`src/rtl/bpm_pkg.sv`:
```
// Shared tempo-scheduler types: FSM states, accepted BPM range and period width.
package bpm_pkg;

    localparam int PERIOD_W = 32;
    localparam int MIN_BPM  = 30;
    localparam int MAX_BPM  = 300;

    typedef enum logic [1:0] {
        IDLE,
        WAIT_DIV,
        RUN
    } sched_state_t;

    function automatic logic bpm_in_range(input logic [PERIOD_W-1:0] bpm);
        return (bpm >= PERIOD_W'(MIN_BPM)) && (bpm <= PERIOD_W'(MAX_BPM));
    endfunction

endpackage

```
`src/rtl/seq_divider.sv`:
```
// Restoring unsigned divider, one quotient bit per cycle; done pulses 33 cycles after start.
// No backpressure: start is ignored while busy, quotient is held until the next start.
module seq_divider
    import bpm_pkg::*;
(
    input  logic                clk,
    input  logic                reset_n,
    input  logic                start,
    input  logic [PERIOD_W-1:0] dividend,
    input  logic [PERIOD_W-1:0] divisor,
    output logic                busy,
    output logic                done,
    output logic [PERIOD_W-1:0] quotient
);

    localparam int STEP_W = $clog2(PERIOD_W);

    logic [PERIOD_W-1:0] rem;
    logic [PERIOD_W-1:0] dvsr;
    logic [STEP_W-1:0]   step;
    logic [PERIOD_W:0]   rem_sh;
    logic [PERIOD_W:0]   trial;
    logic                fits;

    // quotient doubles as the dividend shift register; its MSB feeds the remainder
    always_comb begin
        rem_sh = {rem, quotient[PERIOD_W-1]};
        trial  = rem_sh - {1'b0, dvsr};
        fits   = ~trial[PERIOD_W];
    end

    always_ff @(posedge clk or negedge reset_n) begin
        if (!reset_n) begin
            rem      <= '0;
            dvsr     <= '0;
            step     <= '0;
            quotient <= '0;
            busy     <= 1'b0;
            done     <= 1'b0;
        end else begin
            done <= 1'b0;
            if (start && !busy) begin
                rem      <= '0;
                dvsr     <= divisor;
                quotient <= dividend;
                step     <= '0;
                busy     <= 1'b1;
            end else if (busy) begin
                rem      <= fits ? trial[PERIOD_W-1:0] : rem_sh[PERIOD_W-1:0];
                quotient <= {quotient[PERIOD_W-2:0], fits};
                step     <= step + STEP_W'(1);
                if (step == STEP_W'(PERIOD_W - 1)) begin
                    busy <= 1'b0;
                    done <= 1'b1;
                end
            end
        end
    end

endmodule

```
`src/rtl/beat_scheduler.sv`:
```
// Beat-pulse scheduler: turns a BPM estimate into a periodic pulse, re-phased by detected beats.
// Latency bpm_valid -> locked/pulse/period is 35 cycles; no backpressure, BPM arriving mid-divide is held (latest wins).
module beat_scheduler
    import bpm_pkg::*;
#(
    parameter int CLOCK_FREQ   = 25_000_000,
    parameter int BPM_WIDTH    = 16,
    parameter int PULSE_CYCLES = 2_500_000
) (
    input  logic                 clk,
    input  logic                 reset_n,
    input  logic [BPM_WIDTH-1:0] bpm_val,
    input  logic                 bpm_valid,
    input  logic                 beat_in,
    input  logic                 enable,
    output logic                 beat_pulse,
    output logic                 locked,
    output logic [PERIOD_W-1:0]  period_cycles,
    output logic [7:0]           beat_count
);

    localparam logic [PERIOD_W-1:0] DIVIDEND  = PERIOD_W'(64'd60 * 64'(CLOCK_FREQ));
    localparam logic [PERIOD_W-1:0] PULSE_MAX = PERIOD_W'(PULSE_CYCLES);

    sched_state_t          state;
    logic [PERIOD_W-1:0]   counter;
    logic                  start_q;
    logic [BPM_WIDTH-1:0]  start_bpm;
    logic                  pend_vld;
    logic [BPM_WIDTH-1:0]  pend_bpm;
    logic                  want;

    logic                  div_start;
    logic [PERIOD_W-1:0]   div_divisor;
    logic                  div_busy;
    logic                  div_done;
    logic [PERIOD_W-1:0]   div_quo;

    logic                  bpm_zero;
    logic                  bpm_ok;
    logic                  pend_go;
    logic                  div_engaged;
    logic [PERIOD_W-1:0]   half;
    logic [PERIOD_W-1:0]   pulse_lim;
    logic                  wrap;
    logic                  beat_hit;

    always_comb begin
        bpm_zero    = bpm_valid && (bpm_val == '0);
        bpm_ok      = bpm_valid && bpm_in_range(PERIOD_W'(bpm_val));
        // a held BPM launches in the same cycle the previous result comes out
        pend_go     = div_done && pend_vld;
        div_start   = start_q || pend_go;
        div_divisor = start_q ? PERIOD_W'(start_bpm) : PERIOD_W'(pend_bpm);
        div_engaged = start_q || div_busy || pend_go;
        half        = period_cycles >> 1;
        pulse_lim   = (PULSE_MAX < half) ? PULSE_MAX : half;
        wrap        = counter >= (period_cycles - PERIOD_W'(1));
        beat_hit    = beat_in && (counter >= half);
    end

    assign beat_pulse = (state == RUN) && enable && (counter < pulse_lim);

    seq_divider u_div (
        .clk      (clk),
        .reset_n  (reset_n),
        .start    (div_start),
        .dividend (DIVIDEND),
        .divisor  (div_divisor),
        .busy     (div_busy),
        .done     (div_done),
        .quotient (div_quo)
    );

    always_ff @(posedge clk or negedge reset_n) begin
        if (!reset_n) begin
            state         <= IDLE;
            counter       <= '0;
            locked        <= 1'b0;
            period_cycles <= '0;
            beat_count    <= '0;
            start_q       <= 1'b0;
            start_bpm     <= '0;
            pend_vld      <= 1'b0;
            pend_bpm      <= '0;
            want          <= 1'b0;
        end else begin
            start_q <= 1'b0;
            if (div_done) begin
                want <= pend_vld;
            end
            if (pend_go) begin
                pend_vld <= 1'b0;
            end

            // wrap and early beat coinciding count as one beat
            if (state == RUN) begin
                if (wrap || beat_hit) begin
                    counter    <= '0;
                    beat_count <= beat_count + 8'd1;
                end else begin
                    counter <= counter + PERIOD_W'(1);
                end
            end

            if (bpm_zero) begin
                state    <= IDLE;
                locked   <= 1'b0;
                counter  <= '0;
                pend_vld <= 1'b0;
                want     <= 1'b0;
            end else begin
                // results of divides launched before a stop are discarded via want
                if (div_done && want) begin
                    period_cycles <= div_quo;
                    locked        <= 1'b1;
                    state         <= RUN;
                    if (state != RUN) begin
                        counter <= '0;
                    end
                end
                if (bpm_ok) begin
                    if (div_engaged) begin
                        pend_vld <= 1'b1;
                        pend_bpm <= bpm_val;
                    end else begin
                        start_q   <= 1'b1;
                        start_bpm <= bpm_val;
                        want      <= 1'b1;
                    end
                    if (state == IDLE) begin
                        state <= WAIT_DIV;
                    end
                end
            end
        end
    end

endmodule

```
`config.mk`:
```
export PLATFORM = sky130hd
export DESIGN_NAME = beat_scheduler
export DESIGN_NICKNAME = d
export VERILOG_FILES = /design/src/rtl/bpm_pkg.sv /design/src/rtl/seq_divider.sv /design/src/rtl/beat_scheduler.sv
export SDC_FILE = /design/constraint.sdc
export NUM_CORES = 1
export LEC_CHECK = 0
export ABC_CLOCK_PERIOD_IN_PS = 7580
export CAP_MARGIN = 20
export CORE_ASPECT_RATIO = 0.5
export CORE_MARGIN = 2
export CORE_UTILIZATION = 40
export DETAILED_ROUTE_END_ITERATION = 16
export PLACE_DENSITY = 0.64
export SETUP_SLACK_MARGIN = 0.1
export SLEW_MARGIN = 0
export SYNTH_ARGS = -nofsm -noshare
export SYNTH_HDL_FRONTEND = slang
export SYNTH_SLANG_ARGS = --single-unit
```
`constraint.sdc`:
```
create_clock -name clk -period 7.58 [get_ports clk]
set_clock_uncertainty 0.15 [all_clocks]
set_input_delay 1.137 -clock clk [delete_from_list [all_inputs] [get_ports clk]]
set_output_delay 1.137 -clock clk [all_outputs]
set_load 0.01 [all_outputs]
```
Word-level counts from Yosys, hierarchy flattened

Cells that the tools add are included.

Bits in registers: 213

$add $sub $neg: 5
Magnitude comparators: 6
Equal/unequal tests: 3
Muxes and demuxes: 37
Bitwise logic cells: 3
Reductions and logical operators: 22

Operators by type and width:

| kind                                                                                  | number |
|---|---|
| 32-bit two-way mux                                                                    | 10 |
| 33-bit by 32-bit subtractor with 33-bit output                                        | 1 |
| 32-bit by 1-bit adder with 32-bit output (second input constant)                      | 1 |
| 32-bit by 31-bit greater-or-equal comparator with 1-bit output                        | 1 |
| 32-bit greater-or-equal comparator                                                    | 1 |
| 32-bit by 31-bit less-than comparator with 1-bit output                               | 1 |
| 32-bit by 1-bit subtractor with 32-bit output (second input constant)                 | 1 |
| 22-bit by 31-bit less-than comparator with 1-bit output (first input constant)        | 1 |
| 31-bit two-way mux                                                                    | 1 |
| 1-bit two-way mux                                                                     | 19 |
| 16-bit by 5-bit greater-or-equal comparator with 1-bit output (second input constant) | 1 |
| 16-bit by 9-bit less-or-equal comparator with 1-bit output (second input constant)    | 1 |
| 16-bit zero test                                                                      | 1 |
| 16-bit two-way mux                                                                    | 1 |
| 5-bit two-way mux                                                                     | 2 |
| 1-bit logical AND                                                                     | 9 |
| 8-bit by 1-bit adder with 8-bit output (second input constant)                        | 1 |
| 2-bit two-way mux                                                                     | 4 |
| 3-bit AND reduction                                                                   | 2 |
| 5-bit by 1-bit adder with 5-bit output (second input constant)                        | 1 |
| 5-bit == test (second input constant)                                                 | 1 |
| 1-bit logical OR                                                                      | 4 |
| 2-bit AND reduction                                                                   | 2 |
| 2-bit nonzero test                                                                    | 2 |
| other kinds (5)                                                                       | 7 |

Depth between registers and ports, before layout

Gate-level depths: netlist of run 1.

Word-level depth: 8
Mapped depth: 19
Gate-level depth less buffers: 17

By module

A second synthesis of run 1 with hierarchy kept.

Cell total of the unflattened synthesis: 1,443
Area total of the unflattened synthesis: 13,604.3 um2

By module, submodules not included:

| module         | instances | cells each | area an instance (um2) | seq. area each (um2) |
|---|---|---|---|---|
| beat_scheduler | 1         | 775        | 7,526.0                | 2,752.6 |
| seq_divider    | 1         | 668        | 6,078.3                | 2,577.5 |

Worst setup path before layout of run 1

OpenSTA, ideal clock, no wires.

Kind: flip-flop to flip-flop
Start: register period_cycles[5]
End: register counter[21]
Setup time: 0.078 ns
Arrival: 4.501 ns
Setup slack: 2.851 ns
Cell stages (with the launch flop): 20
Path buffers: 2
Cell sequence: dfrtp_1 -> nor4_2 -> nand4_1 -> nor4_1 -> nand4_1 -> nor3_1 -> nand2_1 -> nor2_1 -> xnor2_1 -> ha_1 -> a21oi_1 -> o21ai_0 -> a311o_1 -> nand3b_1 -> a21oi_1 -> o32ai_2 -> or3_1 -> clkbuf_1 -> buf_1 -> a21oi_1

Longest elaborated chain between the ends: 8
Elaborated cells on any way between the ends: 10

Ends and longest elaborated chain:

| element                                                                                                                                | line                                       | source |
|---|---|---|
| from (decl)                                                                                                                            | beat_scheduler.sv:18                       | `output logic [PERIOD_W-1:0] period_cycles,` |
| from (signal assigned)                                                                                                                 | beat_scheduler.sv:115                      | `period_cycles <= div_quo;` |
| 32-bit by 1-bit subtractor with 32-bit output / 32-bit by 31-bit greater-or-equal comparator with 1-bit output (equally long branches) | beat_scheduler.sv:58, beat_scheduler.sv:59 |  |
| 32-bit greater-or-equal comparator / 1-bit logical AND (equally long branches)                                                         | beat_scheduler.sv:58, beat_scheduler.sv:59 |  |
| 1-bit logical OR *                                                                                                                     | beat_scheduler.sv:98                       | `if (wrap \|\| beat_hit) begin` |
| 32-bit two-way mux *                                                                                                                   | beat_scheduler.sv:98                       |  |
| 32-bit two-way mux *                                                                                                                   | beat_scheduler.sv:97                       | `if (state == RUN) begin` |
| 32-bit two-way mux                                                                                                                     | beat_scheduler.sv:118                      | `if (state != RUN) begin` |
| 32-bit two-way mux *                                                                                                                   | beat_scheduler.sv:114                      | `if (div_done && want) begin` |
| 32-bit two-way mux *                                                                                                                   | beat_scheduler.sv:106                      | `if (bpm_zero) begin` |
| to (signal assigned)                                                                                                                   | beat_scheduler.sv:102                      | `counter <= counter + PERIOD_W'(1);` |
| to (decl)                                                                                                                              | beat_scheduler.sv:26                       | `logic [PERIOD_W-1:0] counter;` |

Mark *: on every way between the ends. The rest lies on a longest branch, timed or not.
A chain may end at the register's enable or synchronous reset.

Final worst setup path of run 1

Start: register period_cycles[5]
End: output port beat_pulse

Longest elaborated chain between the ends: 4

Ends and longest elaborated chain:

| element                                                   | line                 | source |
|---|---|---|
| 22-bit by 31-bit less-than comparator with 1-bit output   | beat_scheduler.sv:57 | `pulse_lim = (PULSE_MAX < half) ? PULSE_MAX : half;` |
| 31-bit two-way mux *                                      | beat_scheduler.sv:57 |  |
| 32-bit by 31-bit less-than comparator with 1-bit output * | beat_scheduler.sv:62 | `assign beat_pulse = (state == RUN) && enable && (counter < pulse_lim);` |
| 1-bit logical AND *                                       | beat_scheduler.sv:62 |  |
| to (decl)                                                 | beat_scheduler.sv:16 | `output logic beat_pulse,` |

Marks and branches as above.

==> results of run 1 <==
worst max-delay path, stage by stage, from the launching register on:
cell	delay, ns
dfrtp_1	0.46
nor4_2	0.44
a21o_1	0.18
a211oi_1	0.08
o21ai_0	0.21
a21oi_1	0.13
nor2_1	0.64
nand2_1	0.12
ha_1	0.31
a21o_1	0.16
a21oi_1	0.14
o22ai_1	0.09
o21ai_0	0.17
o211ai_1	0.12
a221oi_1	0.30
o41ai_1	0.22
a41oi_1	0.25
clkdlybuf4s50_1	0.56
stage by stage:
stage          area, um^2  hold WS, ns  std cells
2_1_floorplan       12000        0.300       1265
3_3_place_gp        13000        0.310       1687
3_5_place_dp        13100        0.318       1688
4_1_cts             13600        0.328       1720
5_1_grt             13700        0.362       1722
6_report            13700        0.324       1722
Yosys cell counts (all sizes together), types with 6 or more instances:
cell      n  area (um^2)
dfrtp   197         4930
a21o     20          150
a22o     18          158
a21oi    68          340
o21ai    85          425
clkbuf   36          135
nor3     29          145
nand3    36          190
nor2b    21          131
xnor2    57          499
xor2     34          298
or3       6         37.5
mux2     38          428
a31oi     8         65.1
nand4    29          181
and3     12         75.1
o21a      7         52.6
and4      6         52.6
mux2i    32          320
a211oi    9         67.6
ha      114         1430
nand2b    6         37.5
inv      72          270
nor2    121          454
nor4      9         62.6
a22oi     6         45.0
nand2   118          443
metal layers:
metal / share of wire (%) / up-vias
met2: 46 / 106
met4: 1.3 / 0
met1: 49 / 4518
met5: 0 / -
met3: 3.2 / 25
li1: - / 4580
worst min-delay path by stage:
| stage | startpoint | endpoint | slack [ns] | depth (start not counted) |
|---|---|---|---|---|
| 3_3_place_gp | beat_count[7] | beat_count[7] | 0.31 | 1 |
| 4_1_cts | beat_count[7] | beat_count[7] | 0.33 | 1 |
| 5_1_grt | pend_bpm[13] | pend_bpm[13] | 0.36 | 1 |
| 2_1_floorplan | u_div.step[3] | u_div.step[3] | 0.30 | 1 |
| 6_report | beat_count[7] | beat_count[7] | 0.32 | 1 |
| 3_5_place_dp | beat_count[7] | beat_count[7] | 0.32 | 1 |
cells by family (layout without fill, tap and decap cells):
kind of cell,count (synthesis),count (layout)
mux,70,70
flops,197,197
simple gates,413,413
buf+inv,112,178
fa+ha+maj,115,115
xor+xnor,91,91
compound gates,258,258
other cells,1,9
registers in the layout, indices dropped and copies added (netlist names):
register	count
want	1
start_q	1
pend_vld	1
u_div.step	5
u_div.dvsr	16
start_bpm	16
beat_count	8
pend_bpm	16
state	2
u_div.done	1
u_div.quotient	32
period_cycles	32
counter	32
u_div.busy	1
locked	1
u_div.rem	32
power breakdown:
part / internal, W / leakage [nW] / switching, W
clock network: 0.000451 / 0.282 / 0.000443
logic: 0.000532 / 3.60 / 0.000675
registers: 0.00123 / 2.56 / 0.000185
total: 0.00221 / 6.45 / 0.00130
cell type report:
| class | instances | area share (%) |
|---|---|---|
| Sequential cell | 197 | 36.0 |
| Tap cell | 391 | 3.58 |
| Clock buffer | 20 | 3.34 |
| Multi-Input combinational cell | 956 | 48.6 |
| Clock inverter | 12 | 0.842 |
| Inverter | 72 | 1.98 |
| Timing Repair Buffer | 74 | 5.61 |
==> results.json, run 1 <==
{
  "fp.dieH_um": 126,
  "grt_max_degree": 129,
  "async_flop_share_pct": 100,
  "cts_tree": "yes",
  "clock_sinks": 197,
  "met2_usage_pct": 31.4,
  "setup_tns_ns": 0,
  "synth_edf_count": 0,
  "antenna_found_initial": 0,
  "synth_mux_area_share_pct": 6.25,
  "post-route-util_pct": 46.8,
  "worst_pin_slew_ns": 0.891,
  "numCtsBuffers": 17,
  "vias": 9229,
  "ys_seq_area_share_pct": 41.2,
  "timing.critical_path.from": "period_cycles[5]",
  "synth_fa_ha_area_share_pct": 12.1,
  "synthFlopType": "dfrtp_1",
  "layout_common_cells": "197 x dfrtp_1, 120 x nor2_1, 118 x nand2_1",
  "hold_buffers": 0,
  "io_pins": 63,
  "cts_root_buffer": "clkbuf_16",
  "die_width_um": 249,
  "reg2reg_from": "period_cycles[5]",
  "synth-compound-area-share_pct": 13.7,
  "slew_headroom_pct": 40.6,
  "rsz0062_at_grt": "no",
  "place.gp.congestion": 0.917,
  "p_leak_nw": 6.45,
  "dieArea_um2": 31400,
  "fin_ws_ns": 1.27,
  "finalCritPeriodShare_pct": 83.2,
  "timing.fmax_mhz": 158,
  "min_path_type": "flop to flop",
  "ys_warn_count": 0,
  "port_buffers": 62,
  "drtPass1Iterations": 4,
  "core-area_um2": 29200,
  "syn2layout_area_growth_pct": 14.3,
  "yosysUniqueCellTypes": 69,
  "drive_gt1_share_pct": 7.44,
  "layout_commonest_cell": "dfrtp_1",
  "critPathCapture": "beat_pulse",
  "antenna_cells": 0,
  "syn_area_um2": 12000,
  "multiInputGateArea_um2": 6650,
  "drv_slew": 0,
  "postSynthCellCount": 1257,
  "wirelength_mm": 28.5,
  "critPathKind": "flop to output port",
  "rr_worst_depth": 18,
  "n_fill_cell": 2742,
  "ys_ff_latch": 197,
  "post_cts_buffers": 0,
  "routed_via_density": 5.36,
  "finalHoldViolCount": 0,
  "cts_resized": 0,
  "synthSimpleGateAreaFrac_pct": 16.5,
  "grt_pass1_wl_mm": 48.1,
  "grt_use_met3_pct": 3.67,
  "cts_buffer_depth": 2,
  "row_count": 44,
  "grt_overflow": 0,
  "htree_levels": 4,
  "crit_path_end_kind": "output port",
  "synth_top_family_by_area": "simple AND/OR/NAND/NOR gates",
  "power.density_nw_per_um2": 257,
  "worst-endpoint-required_ns": 6.29,
  "worstPathMaxFanout": 13,
  "drc_errors": 0,
  "synth_xor_area_share_pct": 6.66,
  "insertion_delay_ns": 0.46,
  "grt_pass1_vias": 9404,
  "initial_core_util_pct": 40.9,
  "irDropWorstVdd_uv": 171,
  "final.min_clock_period_ns": 6.31,
  "first_iter_violations": 513,
  "arrival_ns": 5.02,
  "dp_hpwl_mm": 21.0,
  "status": "finished clean",
  "wl_per_cell_um": 16.5,
  "avgSynthCellArea_um2": 9.52,
  "max_cap_viol_count": 0,
  "ant_nets": 0,
  "cts.clk_slew.worst_paths_ns": 0.08,
  "met1_usage_pct": 25.9,
  "gr-usage-all-layers_pct": 19.0,
  "rr_endpoint": "counter[17]",
  "r2r_slack_ns": 1.58,
  "regArea_um2": 4930,
  "dp_slack_ns": 1.54,
  "power_w": 0.00351,
  "finalSetupViolCount": 0,
  "grt_busiest_layer": "met2",
  "cp-start-kind": "flop",
  "layout.nets": 1454
}
Note: power is estimated with default switching activity, not from simulation.
==> run 2, diff against run 1 <==
- ABC_CLOCK_PERIOD_IN_PS: 7580 -> 6200
- clock period: 7.58 -> 6.2 ns (I/O delays scaled with it)
==> run 2 against run 1 <==
Against the previous run:
- combinational power increased by 23%
- critical path type unchanged
- largest cell class unchanged
- register-to-register slack got worse by 0.70 ns
- die area unchanged
- critical path depth grew 1
- worst setup slack worse by 0.86 ns
- via count grew 0.67%
- clock power rose by 29%
==> results.json, run 2 (synthesis results as in run 1) <==
{
  "status": "finished clean",
  "irDropWorstVdd_uv": 205,
  "wl_per_cell_um": 16.5,
  "cts_tree": "yes",
  "path_cells": "nor4_2 > a21o_1 > a211oi_1 > o21ai_0 > a21oi_1 > nor2_1 > buf_4 > nand2_1 > ha_1 > a21o_1 > a21oi_1 > o22ai_1 > o21ai_0 > o211ai_1 > a221oi_1 > o41ai_1 > a41oi_1 > clkdlybuf4s50_1",
  "vias": 9291,
  "reg2reg_from": "period_cycles[5]",
  "finalCritPeriodShare_pct": 93.4,
  "gr-usage-all-layers_pct": 18.8,
  "timing.fmax_mhz": 173,
  "cts_buffer_depth": 2,
  "crit_path_end_kind": "output port",
  "min_path_type": "primary input to async pin",
  "grt_overflow": 0,
  "ant_nets": 0,
  "slew_headroom_pct": 34.0,
  "initial_core_util_pct": 40.9,
  "rr_worst_depth": 20,
  "fp.dieH_um": 126,
  "antenna_cells": 0,
  "routed_via_density": 5.39,
  "cts.clk_slew.worst_paths_ns": 0.08,
  "layout.nets": 1456,
  "final.min_clock_period_ns": 5.79,
  "layout_common_cells": "197 x dfrtp_1, 120 x nor2_1, 118 x nand2_1",
  "crit_slowest_cell": "clkdlybuf4s50_1",
  "cts_resized": 0,
  "n_fill_cell": 2691,
  "power_w": 0.00436,
  "dp_hpwl_mm": 21.1,
  "grt_max_degree": 168,
  "worst_pin_slew_ns": 0.990,
  "cp-start-kind": "flop",
  "finalHoldViolCount": 0,
  "p_leak_nw": 6.48,
  "drv_slew": 0,
  "max_cap_viol_count": 0,
  "clock_sinks": 197,
  "grt_pass1_vias": 9310,
  "insertion_delay_ns": 0.45,
  "htree_levels": 4,
  "timing.critical_path.from": "period_cycles[5]",
  "power.density_nw_per_um2": 317,
  "arrival_ns": 4.71,
  "cts_root_buffer": "clkbuf_16",
  "grt_pass1_wl_mm": 47.7,
  "slowest_delay_ns": 0.56,
  "crit_family": "compound AO/OA/AOI/OAI gates",
  "wirelength_mm": 28.5,
  "critPathKind": "flop to output port",
  "first_iter_violations": 568,
  "drc_errors": 0,
  "row_count": 44,
  "rsz0062_at_grt": "no",
  "core-area_um2": 29200,
  "io_pins": 63,
  "drive_gt1_share_pct": 7.65,
  "finalSetupViolCount": 0,
  "hold_buffers": 0,
  "layout_commonest_cell": "dfrtp_1",
  "cp.depth": 18,
  "port_buffers": 62,
  "die_width_um": 249,
  "setup_tns_ns": 0,
  "drtPass1Iterations": 4,
  "syn2layout_area_growth_pct": 14.8,
  "place.gp.congestion": 0.906,
  "numCtsBuffers": 17,
  "post_cts_buffers": 0,
  "worst-path-buf-inv": 2,
  "worstPathMaxFanout": 12,
  "antenna_found_initial": 0,
  "worst-endpoint-required_ns": 5.12,
  "dieArea_um2": 31400
}
-- run 2: final cells by class --
class | count | area (um^2) | share of cell area (%)
clock buffers | 18 | 439 | 3.20
well taps | 391 | 489 | 3.56
clock inverters | 14 | 180 | 1.31
inverters | 72 | 270 | 1.97
flip-flops and latches | 197 | 4930 | 35.9
multi-input cells | 956 | 6650 | 48.4
repair buffers | 76 | 782 | 5.69
-- run 2: worst paths after layout --
kind                            endpoint  slack, ns
setup reg to reg             counter[21]       0.88
setup / recovery              beat_pulse       0.41
hold / removal               counter[29]       0.21
hold reg to reg            beat_count[7]       0.32
min in group clk           beat_count[7]       0.32
max in group asynchronous  beat_count[3]       4.49
-- run 2: routing by layer --
layer / vias up / routed length (um) / global-route usage [%]
met1: 4535 / 13900 / 25.3
met5: - / 0 / 0
met3: 32 / 933 / 2.96
met4: 0 / 531 / 5.99
li1: 4572 / - / -
met2: 152 / 13100 / 31.3
-- run 2: power by group --
part	total (W)	switching, W	internal, W	leakage, nW
sequential	0.00173	0.000225	0.00150	2.56
clock	0.00115	0.000554	0.000591	0.299
combinational	0.00149	0.000835	0.000651	3.61
-- run 2: metrics by stage --
step / hold slack [ns] / worst slack, ns / area, um^2 / std cells / utilization [%]
after floorplan: 0.300 / 1.47 / 12000 / 1265 / -
after global routing: 0.228 / 0.119 / 13700 / 1724 / 47.0
after detailed placement: 0.317 / 0.727 / 13100 / 1689 / 44.7
final: 0.214 / 0.408 / 13700 / 1724 / 47.0
after CTS: 0.199 / 0.419 / 13700 / 1721 / 46.8
after global placement: 0.311 / 0.904 / 13100 / 1689 / 44.7
